### config.mk
export PLATFORM = sky130hd
export DESIGN_NAME = wt_store_merge_buffer
export DESIGN_NICKNAME = d
export VERILOG_FILES = /design/src/rtl/wt_store_merge_buffer.sv
export SDC_FILE = /design/constraint.sdc
export NUM_CORES = 2
export LEC_CHECK = 0
export ABC_CLOCK_PERIOD_IN_PS = 5100
export CAP_MARGIN = 20
export CORE_MARGIN = 2
export CORE_UTILIZATION = 55
export DETAILED_ROUTE_END_ITERATION = 7
export MAX_ROUTING_LAYER = met4
export PLACE_DENSITY = 0.82
export RECOVER_POWER = 50
export SYNTH_ARGS = -nofsm -noshare
export SYNTH_HDL_FRONTEND = slang
export SYNTH_SLANG_ARGS = --single-unit
### constraint.sdc
create_clock -name clk_i -period 5.1 [get_ports clk_i]
set_input_delay 0.51 -clock clk_i [delete_from_list [all_inputs] [get_ports clk_i]]
set_output_delay 0.51 -clock clk_i [all_outputs]
set_load 0.05 [all_outputs]
### src/rtl/wt_store_merge_buffer.sv
// Store write buffer between the LSU and a write-through data cache port.
// Merges byte-enabled stores to the same word into one unissued entry,
// issues entries in allocation order with tagged in-flight writes, retires
// them in order as acks free them, and reports load hazards and emptiness.
module wt_store_merge_buffer #(
  parameter int XLEN       = 32,
  parameter int ADDR_WIDTH = 32,
  parameter int DEPTH      = 8,
  parameter int TID_WIDTH  = 2
) (
  input  logic                  clk_i,
  input  logic                  rst_i,
  input  logic                  st_valid_i,
  output logic                  st_ready_o,
  input  logic [ADDR_WIDTH-1:0] st_addr_i,
  input  logic [XLEN-1:0]       st_data_i,
  input  logic [XLEN/8-1:0]     st_be_i,
  output logic                  mem_req_o,
  input  logic                  mem_gnt_i,
  output logic [ADDR_WIDTH-1:0] mem_addr_o,
  output logic [XLEN-1:0]       mem_data_o,
  output logic [XLEN/8-1:0]     mem_be_o,
  output logic [TID_WIDTH-1:0]  mem_tid_o,
  input  logic                  mem_ack_i,
  input  logic [TID_WIDTH-1:0]  mem_ack_tid_i,
  input  logic [ADDR_WIDTH-1:0] ld_addr_i,
  output logic                  ld_hit_o,
  output logic                  empty_o
);

  localparam int NB = XLEN / 8;
  localparam int OB = $clog2(NB);
  localparam int WW = ADDR_WIDTH - OB;   // word address width
  localparam int PW = $clog2(DEPTH);     // ring index width (pointers carry one extra wrap bit)
  localparam int NT = 1 << TID_WIDTH;

  typedef enum logic [1:0] {
    ST_FREE,
    ST_PENDING,
    ST_INFLIGHT
  } ent_state_e;

  // Per-entry state (control, reset) and payload (not reset)
  ent_state_e           state_q [DEPTH];
  ent_state_e           state_d [DEPTH];
  logic [WW-1:0]        waddr_q [DEPTH];
  logic [WW-1:0]        waddr_d [DEPTH];
  logic [XLEN-1:0]      data_q  [DEPTH];
  logic [XLEN-1:0]      data_d  [DEPTH];
  logic [NB-1:0]        be_q    [DEPTH];
  logic [NB-1:0]        be_d    [DEPTH];
  logic [TID_WIDTH-1:0] tid_q   [DEPTH];
  logic [TID_WIDTH-1:0] tid_d   [DEPTH];

  // Ring pointers, free-TID pool and the request-hold latch
  logic [PW:0]          head_q, head_d;
  logic [PW:0]          iss_q, iss_d;
  logic [PW:0]          tail_q, tail_d;
  logic [NT-1:0]        pool_q, pool_d;
  logic                 hold_q, hold_d;
  logic [TID_WIDTH-1:0] hold_tid_q, hold_tid_d;

  // Decoded combinational signals
  logic [PW:0]          occ;
  logic                 full;
  logic [PW-1:0]        head_idx, iss_idx, tail_idx;
  logic [WW-1:0]        st_waddr, ld_waddr;
  logic                 merge_hit;
  logic [PW-1:0]        merge_idx;
  logic [TID_WIDTH-1:0] free_tid, req_tid;
  logic                 st_fire, grant, ack_ok, ack_found;
  logic [PW-1:0]        ack_idx;

  logic unused_lo_bits;
  assign unused_lo_bits = ^{st_addr_i[OB-1:0], ld_addr_i[OB-1:0]};

  // Occupancy, issue request, merge lookup, ack lookup and hazard check
  always_comb begin
    occ      = tail_q - head_q;
    full     = occ[PW];                 // occupancy never exceeds DEPTH
    empty_o  = (occ == '0);
    head_idx = head_q[PW-1:0];
    iss_idx  = iss_q[PW-1:0];
    tail_idx = tail_q[PW-1:0];
    st_waddr = st_addr_i[ADDR_WIDTH-1:OB];
    ld_waddr = ld_addr_i[ADDR_WIDTH-1:OB];

    // Lowest free TID; once a request is stalled its TID is frozen so an
    // ack returning a lower TID cannot change mem_tid_o under the request.
    free_tid = '0;
    for (int t = NT - 1; t >= 0; t--) begin
      if (pool_q[t]) free_tid = TID_WIDTH'(t);
    end
    req_tid = hold_q ? hold_tid_q : free_tid;

    mem_req_o  = (state_q[iss_idx] == ST_PENDING) && (|pool_q);
    mem_addr_o = {waddr_q[iss_idx], {OB{1'b0}}};
    mem_data_o = data_q[iss_idx];
    mem_be_o   = be_q[iss_idx];
    mem_tid_o  = req_tid;

    // The entry under request is frozen, so it is excluded from merging
    merge_hit = 1'b0;
    merge_idx = '0;
    for (int i = 0; i < DEPTH; i++) begin
      if (state_q[i] == ST_PENDING && waddr_q[i] == st_waddr &&
          !(mem_req_o && PW'(i) == iss_idx)) begin
        merge_hit = 1'b1;
        merge_idx = PW'(i);
      end
    end

    st_ready_o = merge_hit || !full;
    st_fire    = st_valid_i && st_ready_o && (st_be_i != '0);
    grant      = mem_req_o && mem_gnt_i;

    // An ack only counts for a TID that is actually out of the pool
    ack_ok    = mem_ack_i && !pool_q[mem_ack_tid_i];
    ack_found = 1'b0;
    ack_idx   = '0;
    for (int i = 0; i < DEPTH; i++) begin
      if (state_q[i] == ST_INFLIGHT && tid_q[i] == mem_ack_tid_i) begin
        ack_found = 1'b1;
        ack_idx   = PW'(i);
      end
    end

    ld_hit_o = 1'b0;
    for (int i = 0; i < DEPTH; i++) begin
      if (state_q[i] != ST_FREE && waddr_q[i] == ld_waddr) ld_hit_o = 1'b1;
    end
  end

  // Next state: store merge/allocate, grant, ack and retire all in one cycle
  always_comb begin
    state_d    = state_q;
    waddr_d    = waddr_q;
    data_d     = data_q;
    be_d       = be_q;
    tid_d      = tid_q;
    head_d     = head_q;
    iss_d      = iss_q;
    tail_d     = tail_q;
    pool_d     = pool_q;
    hold_d     = mem_req_o && !mem_gnt_i;
    hold_tid_d = req_tid;

    if (st_fire) begin
      if (merge_hit) begin
        for (int b = 0; b < NB; b++) begin
          if (st_be_i[b]) data_d[merge_idx][8*b +: 8] = st_data_i[8*b +: 8];
        end
        be_d[merge_idx] = be_q[merge_idx] | st_be_i;
      end else begin
        state_d[tail_idx] = ST_PENDING;
        waddr_d[tail_idx] = st_waddr;
        data_d[tail_idx]  = st_data_i;
        be_d[tail_idx]    = st_be_i;
        tail_d            = tail_q + (PW+1)'(1);
      end
    end

    if (grant) begin
      state_d[iss_idx] = ST_INFLIGHT;
      tid_d[iss_idx]   = req_tid;
      pool_d[req_tid]  = 1'b0;
      iss_d            = iss_q + (PW+1)'(1);
    end

    if (ack_ok) begin
      pool_d[mem_ack_tid_i] = 1'b1;
      if (ack_found) state_d[ack_idx] = ST_FREE;
    end

    // Retire uses the registered entry state, so an ack frees the slot one
    // edge before head can move past it.
    if (state_q[head_idx] == ST_FREE && head_q != iss_q) begin
      head_d = head_q + (PW+1)'(1);
    end
  end

  // Control registers, discarded immediately by reset
  always_ff @(posedge clk_i or posedge rst_i) begin
    if (rst_i) begin
      for (int i = 0; i < DEPTH; i++) state_q[i] <= ST_FREE;
      head_q     <= '0;
      iss_q      <= '0;
      tail_q     <= '0;
      pool_q     <= '1;
      hold_q     <= 1'b0;
      hold_tid_q <= '0;
    end else begin
      state_q    <= state_d;
      head_q     <= head_d;
      iss_q      <= iss_d;
      tail_q     <= tail_d;
      pool_q     <= pool_d;
      hold_q     <= hold_d;
      hold_tid_q <= hold_tid_d;
    end
  end

  // Entry payload; only meaningful while the entry state is not FREE
  always_ff @(posedge clk_i) begin
    waddr_q <= waddr_d;
    data_q  <= data_d;
    be_q    <= be_d;
    tid_q   <= tid_d;
  end

`ifndef SYNTHESIS
  // Acks for writes dropped by a reset are expected once each; any other
  // ack for a TID that is not in flight is a memory-side protocol error.
  logic [NT-1:0] stale_tid_q;
  always_ff @(posedge clk_i or posedge rst_i) begin
    if (rst_i) begin
      stale_tid_q <= stale_tid_q | ~pool_q;
    end else if (mem_ack_i && pool_q[mem_ack_tid_i]) begin
      assert (stale_tid_q[mem_ack_tid_i])
        else $error("ack for unused tid %0d", mem_ack_tid_i);
      stale_tid_q[mem_ack_tid_i] <= 1'b0;
    end
  end
`endif

endmodule

Word level (Yosys, flattened, before mapping):

Cells that the tools add are included.

* order comparisons: 13
* add/sub/neg operators: 4
* reductions and logical operators: 79
* multiplexer cells: 117
* eq/ne operators: 49
* bitwise operators: 18

Operators by type and width (number)
* $mux 256: 11
* $bwmux 256: 5
* $demux 32 s3: 5
* $eq 30x30->1: 16
* $bwmux 240: 1
* $mux 32: 5
* $bmux 32 s3: 1
* $mux 16: 6
* $bmux 30 s3: 1
* $demux 30 s3: 1
* $mux 30: 3
* $bwmux 32: 2
* $logic_and 1x1->1: 53
* $mux 3: 12
* $mux 4: 8
* $mux 1: 29
* $bmux 4 s3: 2
* $demux 4 s3: 2
* $mux 2: 12
* $mux 24: 1
* $ge 4x4->1 const B: 5
* $not 3->4: 5
* $demux 2 s3: 3
* $eq 2x1->1 const B: 9
* 34 further kinds: 82

* input port bits: 107
* word-level logic and storage cells: 326
* bits in registers: 579
* output and inout bits: 74

Longest topological paths before layout:

* word-level depth: 36
* mapped depth: 16
* gate-level depth less buffers: 10

Least setup slack after synthesis:

OpenSTA, ideal clock, no wires.

* path type: reg-to-reg
* start: register iss_q[0]
* end: register state_q[4] in the netlist's numbering
* buffers on the path: 2
* period minus slack after synthesis: 5.446 ns
* library setup time: 0.072 ns
* stages on the path, launching flop included: 11
* data required time: 5.028 ns
* data arrival time: 5.374 ns
* setup slack: -0.346 ns
* cells stage by stage: dfrtp_1 -> buf_4 -> inv_2 -> mux4_2 -> a2111oi_4 -> a211o_2 -> and4b_1 -> nand3_2 -> buf_2 -> nor4b_2 -> o221a_2

RTL lines
* start: declaration: RTL line 57 `logic [PW:0] iss_q, iss_d;`
* start signal: assignment: RTL line 195 `iss_q <= iss_d;`
* end signal: assignment: RTL line 193 `state_q <= state_d;`
* end: declaration: RTL line 44 `ent_state_e state_q [DEPTH];`

Final worst setup path:

* start: input port st_addr_i[4]
* end: output port st_ready_o

* longest elaborated chain between the ends: 12
* elaborated cells between the ends (all ways): 33
* classes of those cells: eq/ne (8); mux (8); reduce/logical (17)

RTL lines
* start: declaration: RTL line 15 `input logic [ADDR_WIDTH-1:0] st_addr_i,`
* $eq 30x30->1: RTL line 106 `if (state_q[i] == ST_PENDING && waddr_q[i] == st_waddr &&`
* $logic_and 1x1->1 (2 in series): RTL line 106
* $mux 1 (7 in series): RTL line 106
* $mux 1 (*): RTL line 106
* $logic_or 1x1->1 (*): RTL line 113 `st_ready_o = merge_hit || !full;`
* end: declaration: RTL line 14 `output logic st_ready_o,`

Every way passes the cells marked *; elsewhere a longest branch is shown, timed or not.

==> run metrics <==
Power, Total=between 20 and 25 mW; share of flip-flops with an asynchronous set or reset=roughly 6%; Worst-Skew Late Latency=roughly 660 ps; post-synthesis compound-gate area fraction=~3.7%; DRT Pass-1 Iters=6; Final Cell Area=0.0373 mm2; nets=just under 3000; Bufs on Longest Clock Path=3; startpoint types=primary input; most frequent cells in the layout=544 x edfxtp_1, 394 x xor2_1, 253 x nand2_1, 149 x nor4_1, 136 x mux4_2; critical path's largest stage delay=approximately 1000 ps; Seq cells post-synth=around 580; Reg-to-Reg End=waddr_q[68]; Worst Path Arrival=around 4400 ps; initial DRC count=3498; Adder-Cell Fraction of Synth Area=less than 1%; Leakage=13.2 nW; pwr/cell area=approximately 560 mW/mm2; post-CTS setup buffers=0; CTS H-tree depth=2; Syn Inst Count=between 2000 and 3000; Critical Path Source=st_addr_i[4]; total CTS buffers=60; # resized after CTS=0; root buffer cell=clkbuf_16; port bufs=around 170; DR WL/cell=approximately 32 um; Syn Std Cell Area=about 0.032 mm2; FF/Latch Area=about 0.017 mm2; Starting Density=between 50% and 60%; Detail Route Antenna Nets=0; initial antenna violation count=2; ys flop type=edfxtp_1; ordered cell list for the critical path=clkdlybuf4s50_1 -> clkbuf_1 -> xor2_1 -> nor4_1 -> nand4_1 -> or3_1 -> and4b_1 -> and3_1 -> buf_4 -> nand2_1 -> buf_12; max_cap viols=1; non-filler cells, final=roughly 3600; status=complete, but fails checks; total die area=~0.060 mm2; clk slew on worst S/H paths=around 60 ps; pre-CTS WS=about 240 ps; Die H=roughly 240 um; worst r2r src=iss_q[1]; CP max stage cell=clkbuf_1; crit path capture=st_ready_o; WP data required=around 4600 ps; mux cell area share after synthesis=10.1%; Core ar.=0.0575 mm2; gr usage total=between 40% and 50%; worst setup margin=roughly 160 ps; Max Slew Vio Count=36; commonest non-fill, non-tap cell in the layout=edfxtp_1; Worst-Margin Slew=~2000 ps; multi-input logic area=around 0.014 mm2; Tmin final=roughly 4900 ps; Num Clock Sinks=579; I/O pins=181; cts-stage hold buffer count=0; post-detail-place hpwl=roughly 89 mm; peak supply drop=roughly 0.7 mV; Worst Path Class, Setup=in -> out; Max Freq=202 MHz; GPL Wtd Cong=~1.1; RSZ-0062 raised after global routing=no; post-synthesis sequential area ratio=54.0%; Hold WC Path Type=in -> reg; FP Rows=88; clock skew=just over 30 ps; Ys Warns=0; Final Hold Vio Count=0; worst reg-to-reg setup slack=between 150 and 200 ps; worst-path fanout max=16; layout cell share with drive strength beyond 1=around 14%; final WL=117 mm; Synth Area in Simple Gates=15.5%; first-pass GRT wire length=about 170 mm; Die W=around 240 um; CTS tree=done; Reg2Reg Depth=9; vias per cell=around 6.5; largest family of logic cells by synthesized area=simple AND/OR/NAND/NOR gates; dpl cell area=between 0.03 and 0.04 mm2; vias in the first global route=~24000; filler cell count=4361; Tcrit/Tclk final=just under 100%; setup tns final=0 ps; Overflow after GRT=0; final setup vio count=0; Post-synth EDFFs=around 540; worst rel slew slack=-35.4%; synth unique cells=74; placed insts=roughly 3500; average size of a mapped cell=12.7 um2; Setup crit end kind=output port; largest net degree at the start of global routing=67; DR DRC count=0; xor/xnor share of the synthesized area=between 10% and 20%; failing checks=max-capacitance violations, max-slew violations; area delta synth->final=17.1%; Via Count=23800
==> worst min path at each step <==
stage,depth (start not counted),from,endpoint,slack [ps]
after global placement,1,tail_q[3],tail_q[3],480
after floorplan,1,tail_q[3],tail_q[3],460
after detailed placement,1,tail_q[3],tail_q[3],480
final,2,mem_gnt_i,hold_q,450
after global routing,2,mem_gnt_i,hold_q,470
after CTS,3,rst_i,tail_q[0],290
==> metrics by stage <==
stage | hold slack (ps) | util (%)
3_5_place_dp | 481 | 62.3
6_report | 446 | 65.0
4_1_cts | 291 | 65.6
5_1_grt | 473 | 65.0
3_3_place_gp | 476 | 62.3
2_1_floorplan | 462 | -
==> critical path, delay by kind of cell <==
| family | cells | cell delay (ps) |
|---|---|---|
| and+or+nand+nor | 6 | 1860 |
| buffers and inverters | 4 | 1820 |
| xor gates and xnor gates | 1 | 230 |
==> state kept, by name (all words and copies together) (netlist names) <==
name        cells
be_q           32
data_q        256
head_q          4
hold_q          1
hold_tid_q      2
iss_q           4
pool_q          4
state_q        16
tail_q          4
tid_q          16
waddr_q       240
==> synth_stat cells (3+ instances only) <==
library cell,instances,area (um2)
a211o_1,3,26.3
a211oi_1,10,75.1
a21o_1,13,97.6
a21oi_1,19,95.1
a31o_2,6,52.6
a31oi_1,4,25.0
a32o_1,3,30.0
a32oi_1,4,35.0
and2_1,192,1200
and3_1,19,119
buf_1,29,109
buf_2,8,40.0
buf_4,4,30.0
clkbuf_1,91,342
dfrtp_1,31,776
dfstp_2,4,105
edfxtp_1,544,16300
ha_1,11,138
inv_1,38,143
mux2i_1,15,150
mux4_2,136,3060
nand2_1,253,950
nand2b_1,17,106
nand3_1,21,105
nand4_1,66,413
nand4b_1,5,43.8
nor2_1,71,267
nor2b_1,58,363
nor3_1,40,200
nor3_2,6,60.1
nor4_1,149,932
nor4b_1,3,26.3
o2111ai_1,3,26.3
o21a_1,7,52.6
o21ai_0,23,115
o21ai_1,7,35.0
o21ai_2,3,26.3
o21bai_1,6,45.0
o22ai_1,27,169
o41ai_1,5,43.8
or2_2,3,18.8
or3_1,6,37.5
xnor2_1,117,1020
xor2_1,394,3450
==> routing by layer <==
layer	part of all wire (%)	GRT usage, %
met1	37	53.5
met2	46	61.4
met3	11	6.88
met4	5.5	18.4
met5	0	-
==> layout make-up <==
type                            instances  area share (%)
Sequential cell                       579            46.1
Multi-Input combinational cell       1764            37.4
Timing Repair Buffer                  382            8.45
Clock buffer                           71            4.19
Tap cell                              765            2.56
Clock inverter                         38           0.855
Inverter                               39           0.392
Antenna cell                            2          0.0134
==> cells by family (layout without fill, tap and decap cells) <==
kind of cell / after synthesis / count (layout)
compound gates: 165 / 165
xor+xnor: 511 / 511
fa+ha+maj: 12 / 12
buf+inv: 171 / 530
flops: 579 / 579
mux: 152 / 152
other cells: 1 / 4
simple gates: 922 / 922
==> where the power goes <==
group	switching [mW]	internal, mW
combinational	6.24	3.39
sequential	0.707	6.26
clock	1.94	2.34
Power figures use the tool's default switching activity.
